<file path="src/rtl/phase_center_pkg.sv">
// phase_center_pkg: load_reg field positions, default widths and FSM state type for the phase-centre loader
package phase_center_pkg;
    localparam int LOAD_BIT        = 31;
    localparam int CLEAR_BIT       = 30;
    localparam int CHAN_LSB        = 16;
    localparam int CENTRE_LSB      = 0;
    localparam int DEF_N_CHAN_BITS = 8;
    localparam int DEF_PHASE_W     = 16;
    typedef enum logic {IDLE, CLEAR} state_e;
endpackage

</file>
<file path="src/rtl/phase_center_ram.sv">
// phase_center_ram: simple dual-port read-first centre RAM with a registered read port
module phase_center_ram #(
    parameter int AW = 8,
    parameter int DW = 16
) (
    input  logic          clk_i,
    input  logic          we_i,
    input  logic [AW-1:0] waddr_i,
    input  logic [DW-1:0] wdata_i,
    input  logic [AW-1:0] raddr_i,
    output logic [DW-1:0] rdata_o
);
    logic [DW-1:0] mem_q [2**AW];
    logic [DW-1:0] rdata_q;
    // Same-address write and read in one cycle returns the word held before the write
    always_ff @(posedge clk_i) begin
        if (we_i) mem_q[waddr_i] <= wdata_i;
        rdata_q <= mem_q[raddr_i];
    end
    assign rdata_o = rdata_q;
endmodule

</file>
<file path="src/rtl/phase_center_loader.sv">
// phase_center_loader: decodes load/clear commands into a per-channel centre RAM and subtracts centres from the phase stream; PHASE_CENTER_SAT_EN selects saturating instead of wrapping subtract
module phase_center_loader
    import phase_center_pkg::*;
#(
    parameter int N_CHAN_BITS = DEF_N_CHAN_BITS,
    parameter int PHASE_W     = DEF_PHASE_W
) (
    input  logic                   user_clk,
    input  logic                   user_rst,
    input  logic [31:0]            load_reg,
    input  logic                   in_valid,
    input  logic [N_CHAN_BITS-1:0] in_chan,
    input  logic [PHASE_W-1:0]     in_phase,
    output logic                   out_valid,
    output logic [N_CHAN_BITS-1:0] out_chan,
    output logic [PHASE_W-1:0]     out_phase,
    output logic                   busy,
    output logic [15:0]            load_count
);
    logic [31:0]            r0_q, r1_q;
    logic [1:0]             acc_q;
    logic                   stable, ld_edge, clr_edge;
    logic                   ld_q, clr_q;
    logic [N_CHAN_BITS-1:0] ld_chan_q;
    logic [PHASE_W-1:0]     ld_cen_q;
    state_e                 state_q;
    logic [N_CHAN_BITS-1:0] addr_q;
    logic [15:0]            count_q;
    logic                   we;
    logic [N_CHAN_BITS-1:0] waddr;
    logic [PHASE_W-1:0]     wdata, rdata, centre, res;
    logic                   v1_q, zero1_q;
    logic [N_CHAN_BITS-1:0] chan1_q;
    logic [PHASE_W-1:0]     phase1_q;
    logic                   out_valid_q;
    logic [N_CHAN_BITS-1:0] out_chan_q;
    logic [PHASE_W-1:0]     out_phase_q;

    // acc_q keeps only the {load, clear} bits of the last accepted word; edges are judged against it
    assign stable   = r0_q == r1_q;
    assign ld_edge  = stable && r1_q[LOAD_BIT] && !acc_q[1];
    assign clr_edge = stable && r1_q[CLEAR_BIT] && !acc_q[0];

    // Two-stage capture of the register word and registered command pulses
    always_ff @(posedge user_clk) begin
        if (user_rst) begin
            r0_q      <= '0;
            r1_q      <= '0;
            acc_q     <= '0;
            ld_q      <= 1'b0;
            clr_q     <= 1'b0;
            ld_chan_q <= '0;
            ld_cen_q  <= '0;
        end else begin
            r0_q      <= load_reg;
            r1_q      <= r0_q;
            acc_q     <= stable ? {r1_q[LOAD_BIT], r1_q[CLEAR_BIT]} : acc_q;
            ld_q      <= ld_edge;
            clr_q     <= clr_edge;
            ld_chan_q <= r1_q[CHAN_LSB +: N_CHAN_BITS];
            ld_cen_q  <= r1_q[CENTRE_LSB +: PHASE_W];
        end
    end

    // Sweep/idle controller; reset lands in a fresh sweep, clear beats a simultaneous load
    always_ff @(posedge user_clk) begin
        if (user_rst) begin
            state_q <= CLEAR;
            addr_q  <= '0;
            count_q <= '0;
        end else if (state_q == CLEAR) begin
            addr_q  <= addr_q + N_CHAN_BITS'(1);
            state_q <= (addr_q == '1) ? IDLE : CLEAR;
        end else if (clr_q) begin
            state_q <= CLEAR;
            addr_q  <= '0;
        end else if (ld_q) begin
            count_q <= count_q + 16'd1;
        end
    end

    assign we         = (state_q == CLEAR) || (ld_q && !clr_q);
    assign waddr      = (state_q == CLEAR) ? addr_q : ld_chan_q;
    assign wdata      = (state_q == CLEAR) ? '0 : ld_cen_q;
    assign busy       = state_q == CLEAR;
    assign load_count = count_q;

    phase_center_ram #(.AW(N_CHAN_BITS), .DW(PHASE_W)) u_ram (
        .clk_i   (user_clk),
        .we_i    (we),
        .waddr_i (waddr),
        .wdata_i (wdata),
        .raddr_i (in_chan),
        .rdata_o (rdata)
    );

    // Stream stage 1: sample fields travel alongside the RAM read, with the busy state at read time
    always_ff @(posedge user_clk) begin
        if (user_rst) begin
            v1_q     <= 1'b0;
            zero1_q  <= 1'b0;
            chan1_q  <= '0;
            phase1_q <= '0;
        end else begin
            v1_q     <= in_valid;
            zero1_q  <= busy;
            chan1_q  <= in_chan;
            phase1_q <= in_phase;
        end
    end

    assign centre = zero1_q ? '0 : rdata;

`ifdef PHASE_CENTER_SAT_EN
    logic [PHASE_W:0] diff;
    assign diff = {phase1_q[PHASE_W-1], phase1_q} - {centre[PHASE_W-1], centre};
    assign res  = (diff[PHASE_W] == diff[PHASE_W-1]) ? diff[PHASE_W-1:0]
                                                     : {diff[PHASE_W], {(PHASE_W-1){~diff[PHASE_W]}}};
`else
    logic [PHASE_W-1:0] diff;
    assign diff = phase1_q - centre;
    assign res  = diff;
`endif

    // Stream stage 2: registered difference
    always_ff @(posedge user_clk) begin
        if (user_rst) begin
            out_valid_q <= 1'b0;
            out_chan_q  <= '0;
            out_phase_q <= '0;
        end else begin
            out_valid_q <= v1_q;
            out_chan_q  <= chan1_q;
            out_phase_q <= res;
        end
    end

    assign out_valid = out_valid_q;
    assign out_chan  = out_chan_q;
    assign out_phase = out_phase_q;
endmodule
</file>
<file path="config.mk">
export PLATFORM = sky130hd
export DESIGN_NAME = phase_center_loader
export DESIGN_NICKNAME = d
export VERILOG_FILES = /design/src/rtl/phase_center_pkg.sv /design/src/rtl/phase_center_ram.sv /design/src/rtl/phase_center_loader.sv
export SDC_FILE = /design/constraint.sdc
export NUM_CORES = 2
export LEC_CHECK = 0
export BUFFER_PORTS_ARGS = -buffer_cell sky130_fd_sc_hd__buf_2
export CELL_PAD_IN_SITES_DETAIL_PLACEMENT = 0
export CELL_PAD_IN_SITES_GLOBAL_PLACEMENT = 1
export CORE_MARGIN = 2
export CORE_UTILIZATION = 51
export CTS_CLUSTER_DIAMETER = 200
export DETAILED_ROUTE_END_ITERATION = 12
export PLACE_DENSITY_LB_ADDON = 0.1
export SYNTH_ARGS = -nofsm -noshare
export SYNTH_HDL_FRONTEND = slang
export SYNTH_HIERARCHICAL = 1
export SYNTH_SLANG_ARGS = --single-unit
</file>
<file path="constraint.sdc">
create_clock -name user_clk -period 7.6 [get_ports user_clk]
set_input_delay 1.14 -clock user_clk [delete_from_list [all_inputs] [get_ports user_clk]]
set_output_delay 1.14 -clock user_clk [all_outputs]
set_load 0.05 [all_outputs]
</file>
* Yosys cells after proc, flatten, opt, wreduce, memory -nomap -nowiden
Memories as Yosys holds them, arrays and structs flattened. A register that Yosys moved wholly into a read port is not among the register bits.
Cells that the tools add are included.
Widths: inputs -> output; s select.
** Storage, ports and cells
- Register bits after elaboration :: 168
- Memories :: 1
- Logic and storage cells :: 46
- RAM bits :: 4096
- Output and inout port bits :: 42
- Bits of input ports :: 59
** Memory list
- u_ram.mem_q :: depth 256, width 16, read ports 1, clocked after Yosys merged registers in 1, wr ports 1, line phase_center_ram.sv:13 : logic [DW-1:0] mem_q [2**AW];
** Cells by class
- Equality and inequality tests :: 2
- Bitwise logic cells :: 2
- Add/sub/neg operators :: 3
- Reductions and logical operators :: 11
- Multiplexer cells :: 10
** Operators by type and width (count)
- $eq 32x32->1 :: 1
- $mux 16 :: 2
- $mux 8 :: 3
- $add 16x1->16 const B :: 1
- $sub 16x16->16 :: 1
- $add 8x1->8 const B :: 1
- $eq 8x8->1 const B :: 1
- $logic_and 1x1->1 :: 5
- $mux 1 :: 5
- $logic_not 1->1 :: 3
- $reduce_and 3->1 :: 1
- $not 1->1 :: 2
- $reduce_bool 2->1 :: 1
- $logic_or 1x1->1 :: 1

* Depth between registers and ports, before layout
- Word-level depth :: 5
- Depth in mapped cells :: 12
- Gate-level depth less buffers :: 10

* By module
The synthesis kept the hierarchy.
** Modules (own cells, without submodules)
- phase_center_ram :: area an instance 158714.7 um^2, cells an instance 7360, instances 1, sequential area each 123318.3 um^2
- phase_center_loader :: area an instance 6321.1 um^2, cells an instance 613, instances 1, sequential area each 3363.2 um^2

* Least setup slack after synthesis
No wires, ideal clock.
- Path kind :: register -> register
- From :: register state_q, in the netlist busy
- To :: memory u_ram.mem_q[0][15], data pin
- Buffers on the path :: 2
- Arrival time :: 7.225 ns
- Period minus slack after synthesis :: 8.688 ns
- Data required time :: 6.137 ns
- Library setup time :: 1.463 ns
- Setup slack :: -1.088 ns
- Stages on the path, launching flop included :: 4
- Cell sequence :: dfxtp_1 > clkbuf_1 > clkbuf_1 > nor2b_1
** Between the ends
- Longest elaborated chain between the ends :: 1
** Ends and longest elaborated chain
- start, declared :: line phase_center_loader.sv:26 : state_e state_q;
- start signal, assigned :: line phase_center_loader.sv:73 : state_q <= (addr_q == '1) ? IDLE : CLEAR;
- $mux 16 :: line phase_center_loader.sv:84 : assign wdata = (state_q == CLEAR) ? '0 : ld_cen_q;
- named net wdata[15] :: line phase_center_loader.sv:31 : logic [PHASE_W-1:0] wdata, rdata, centre, res;
- end, declared :: line phase_center_ram.sv:13
The timed path passes the listed nets, and every way through them passes these cells.

==> impl_metrics.toml <==
[timing]
worstMarginPinSlew_ns = 1.700
grt_setup_unrepaired = "no"
slew-limit-headroom_pct = -13.34
timing_max_transition_violations_final = 83
max_freq_mhz = 216.8
hold_slack_ns = 0.3869
period_needed_ns = 4.613
hold_viol = 0
part_of_the_cycle_the_worst_path_needs_pct = 60.70
timing.clock.skew_ns = 0.04352
setup_viol = 0

[routing]
routed_via_count_divided_by_cell_count = 6.443
met2_wirelength_um = 220700
m1WireLength_um = 193600
detail-route-antenna-nets = 0
detailroute.via_count = 84660
first_drt_pass_iteration_count = 10
highest-signal-layer = "met5"
met3WireLength_um = 39110
drc = 1
initialDrtViolationCount = 11640
wl_um = 466200
wire_per_inst_um = 35.48

[power]
switching_share_pct = 21.02
p_int_mw = 38.29
pwr-share-comb_pct = 3.5
reg_power_share_pct = 52.8
clock_power_share_pct = 43.7
worst_ir_drop_vdd_mv = 0.1929
power_leakage_nw = 50.25
power.switching_mw = 10.19
power.density_cell_area_nw_per_um2 = 260.2

[clock_network]
clock_transition_at_the_registers_of_the_reported_paths_ns = 0.06
cts_hold_buffers = 0
tritoncts = "yes"
cts_max_path_buffers = 4
clock-sinks = 4280
post-cts-setup-buffer-count = 0
cts.root.buffer_cell = "sky130_fd_sc_hd__clkbuf_16"
max_h_tree_level = 5
cts_made_buffers = 434
ctsResizeCount = 0
insertion_delay_ns = 0.97

[placement]
detailedPlacementHpwl_um = 279700
gp_congestion = 0.8677
number_of_port_buffers = 100
placed_area_um2 = 172200
placedCellCount = 12330

[finish]
multiInputGateArea_um2 = 35890
final-seq-area_um2 = 126700
n_fill_cell = 23620
syn2layout_area_growth_pct = 12.89
stdcell_count = 13140
layout-drive-gt1-share_pct = 24.42
layout.nets = 8535
finish.instance_area_um2 = 186300

[die]
coreArea_um2 = 321700
initial_core_util_pct = 51.31
chipWidth_um = 572.9
core.rowCount = 208
floorplan.io_pins = 101
floorplan.die.height_um = 572.9
fp.dieArea_um2 = 328200

[yosys]
synthesis.instances = 7973
ys_dominant_reg_cell = "sky130_fd_sc_hd__edfxtp_1"
synth_enable_flop_cells = 4096
syn_nets = 8051
syn-cell-area_um2 = 165000
synthDistinctLibCells = 70
asyncSetResetFlopFracSynth_pct = 0
seq_cells_post_synth = 4280
seq_area_frac_synth_pct = 76.76
syn-mean-instance-area_um2 = 20.70
ys.warnings.count = 6

[grt]
grt_start_max_net_pins = 179
grt_antenna_before_repair = 30
first_global_vias = 82180
grt_pass1_wl_um = 651800
overflow = 0
grt_usage_pct = 28.13

[worst_setup_path]
ff2ff_setup_slack_ns = 2.99
timing.critical_path.fanout_max = 83
worst_reg_to_reg_path_cell_count = 5
startpoint_type = "input port"
worstPathRequired_ns = 8.45
worst_setup_path_end_kind = "flop"
worst-endpoint-arrival_ns = 5.47
criticalPathCategory = "in -> reg"

[min_path]
min_path_type = "in -> reg"
holdPathStages = 2

[run_status]
violations = "DRC, capacitance limit, slew limit"
status = "complete, but fails checks"

[flow_run]
maxCapViolations = 2
==> worst paths after layout <==
| check | end | from |
|---|---|---|
| min reg2reg | ld_q | acc_q[1] |
| min | phase1_q[10] | in_phase[10] |
| max reg2reg | u_ram/mem_q[66][11] | busy |
| max | u_ram/rdata_o[8] | in_chan[0] |
==> synthesized netlist by cell type (6+ instances only) <==
library cell                   n  area [µm²]
sky130_fd_sc_hd__o221ai_1    253        2216
sky130_fd_sc_hd__mux2i_1     569        5695
sky130_fd_sc_hd__buf_4        27       202.7
sky130_fd_sc_hd__xnor2_1      42       367.9
sky130_fd_sc_hd__or2_2         6       37.54
sky130_fd_sc_hd__edfxtp_1   4096      123000
sky130_fd_sc_hd__a221oi_1     28       245.2
sky130_fd_sc_hd__a2111oi_0     6       52.55
sky130_fd_sc_hd__nand4_1      42       262.8
sky130_fd_sc_hd__nor2b_1     155       969.7
sky130_fd_sc_hd__mux4_2      797       17950
sky130_fd_sc_hd__o31ai_1      18       135.1
sky130_fd_sc_hd__a22oi_1      43       322.8
sky130_fd_sc_hd__ha_1         18       225.2
sky130_fd_sc_hd__o22ai_1     148       925.9
sky130_fd_sc_hd__a31oi_1       8       50.05
sky130_fd_sc_hd__buf_8        11       165.2
sky130_fd_sc_hd__a21oi_1     192       960.9
sky130_fd_sc_hd__or3_1         8       50.05
sky130_fd_sc_hd__inv_1         8       30.03
sky130_fd_sc_hd__buf_1        27       101.4
sky130_fd_sc_hd__nor2_1      346        1299
sky130_fd_sc_hd__a211oi_1     25       187.7
sky130_fd_sc_hd__a22o_1       32       280.3
sky130_fd_sc_hd__and3_1       13       81.33
sky130_fd_sc_hd__mux2_2       98        1104
sky130_fd_sc_hd__buf_6        80       900.9
sky130_fd_sc_hd__o32ai_1      20       175.2
sky130_fd_sc_hd__buf_2        76       380.4
sky130_fd_sc_hd__o21ai_0      49       245.2
sky130_fd_sc_hd__nor3_1       94       470.5
sky130_fd_sc_hd__nor4_1       19       118.9
sky130_fd_sc_hd__xor2_1       11       96.34
sky130_fd_sc_hd__nand2_1      54       202.7
sky130_fd_sc_hd__clkbuf_1    252       945.9
sky130_fd_sc_hd__dfxtp_1     184        3684
sky130_fd_sc_hd__nand3_1      43       215.2
sky130_fd_sc_hd__nand2b_1     19       118.9
==> power by group through the flow <==
stage | registers, mW | clock network, mW | logic (mW)
floorplan | 26.1 | 0 | 1.03
global placement | 26.1 | 0 | 1.68
detailed placement | 26.1 | 0 | 1.69
CTS | 25.6 | 21.5 | 1.69
global route | 25.6 | 22.4 | 1.75
finish | 25.6 | 21.2 | 1.69
==> flip-flops by register name, indices dropped and copies added, names as in the netlist, 2 cells and up <==
signal	cells
u_ram/mem_q	4096
r0_q	32
r1_q	32
ld_cen_q	16
load_count	16
out_phase	16
phase1_q	16
u_ram/rdata_o	16
addr_q	8
chan1_q	8
ld_chan_q	8
out_chan	8
acc_q	2
==> cells in the final DEF, fill, tap and decap left out, drive strengths merged, types with 94 or more instances in the layout <==
master	count
edfxtp	4096
mux4	797
mux2i	569
clkbuf	539
buf	525
nor2	346
o221ai	254
a21oi	192
clkinv	188
dfxtp	184
nor2b	155
o22ai	148
mux2	100
nor3	94
==> cell families (layout without fill, tap and decap cells) <==
logic type	Yosys count	after routing	synth area share, %
buffers and inverters	487	1338	1.715
AO/OA/AOI/OAI	841	841	3.621
XOR/XNOR	53	53	0.2813
adder cells (fa/ha/maj)	19	19	0.1486
multiplexers	1466	1466	15.01
AND/OR/NAND/NOR	827	827	2.465
flip-flops	4280	4280	76.76
other	0	12	0
==> area by class of cell <==
cell class | count | area share, %
clock buffers | 538 | 6.150
inverters | 9 | 0.02485
well taps | 4305 | 2.891
multi-input cells | 3206 | 19.26
diodes | 12 | 0.01612
clock inverters | 265 | 1.388
flip-flops and latches | 4280 | 68.00
repair buffers | 526 | 2.271
==> per-stage QoR <==
stage / power, mW / setup TNS [ns] / util (%) / setup WS, ns
2_1_floorplan: 27.14 / -4079.07 / - / -1.064
3_3_place_gp: 27.79 / 0 / 53.53 / 1.655
3_5_place_dp: 27.80 / 0 / 53.54 / 2.048
4_1_cts: 48.80 / 0 / 57.91 / 3.105
5_1_grt: 49.75 / 0 / 57.91 / 2.959
6_report: 48.48 / 0 / 57.92 / 2.987
==> critical path: stages <==
cell and delay (ns):
sky130_fd_sc_hd__buf_12 0.57, sky130_fd_sc_hd__buf_12 0.40, sky130_fd_sc_hd__buf_4 0.45, sky130_fd_sc_hd__mux2i_1 0.13, sky130_fd_sc_hd__o221ai_1 0.66, sky130_fd_sc_hd__a21oi_1 0.31
sky130_fd_sc_hd__nor2_1 0.53, sky130_fd_sc_hd__nand4_1 0.45, sky130_fd_sc_hd__nor4_1 0.46
==> per-layer routing <==
layer  GRT usage [%]  up-vias
met1           41.90    45630
met5               0        -
met2           44.18     4122
li1                -    34320
met4           7.233       10
met3           3.927      585
No activity file was read; power rests on OpenSTA's default activity.
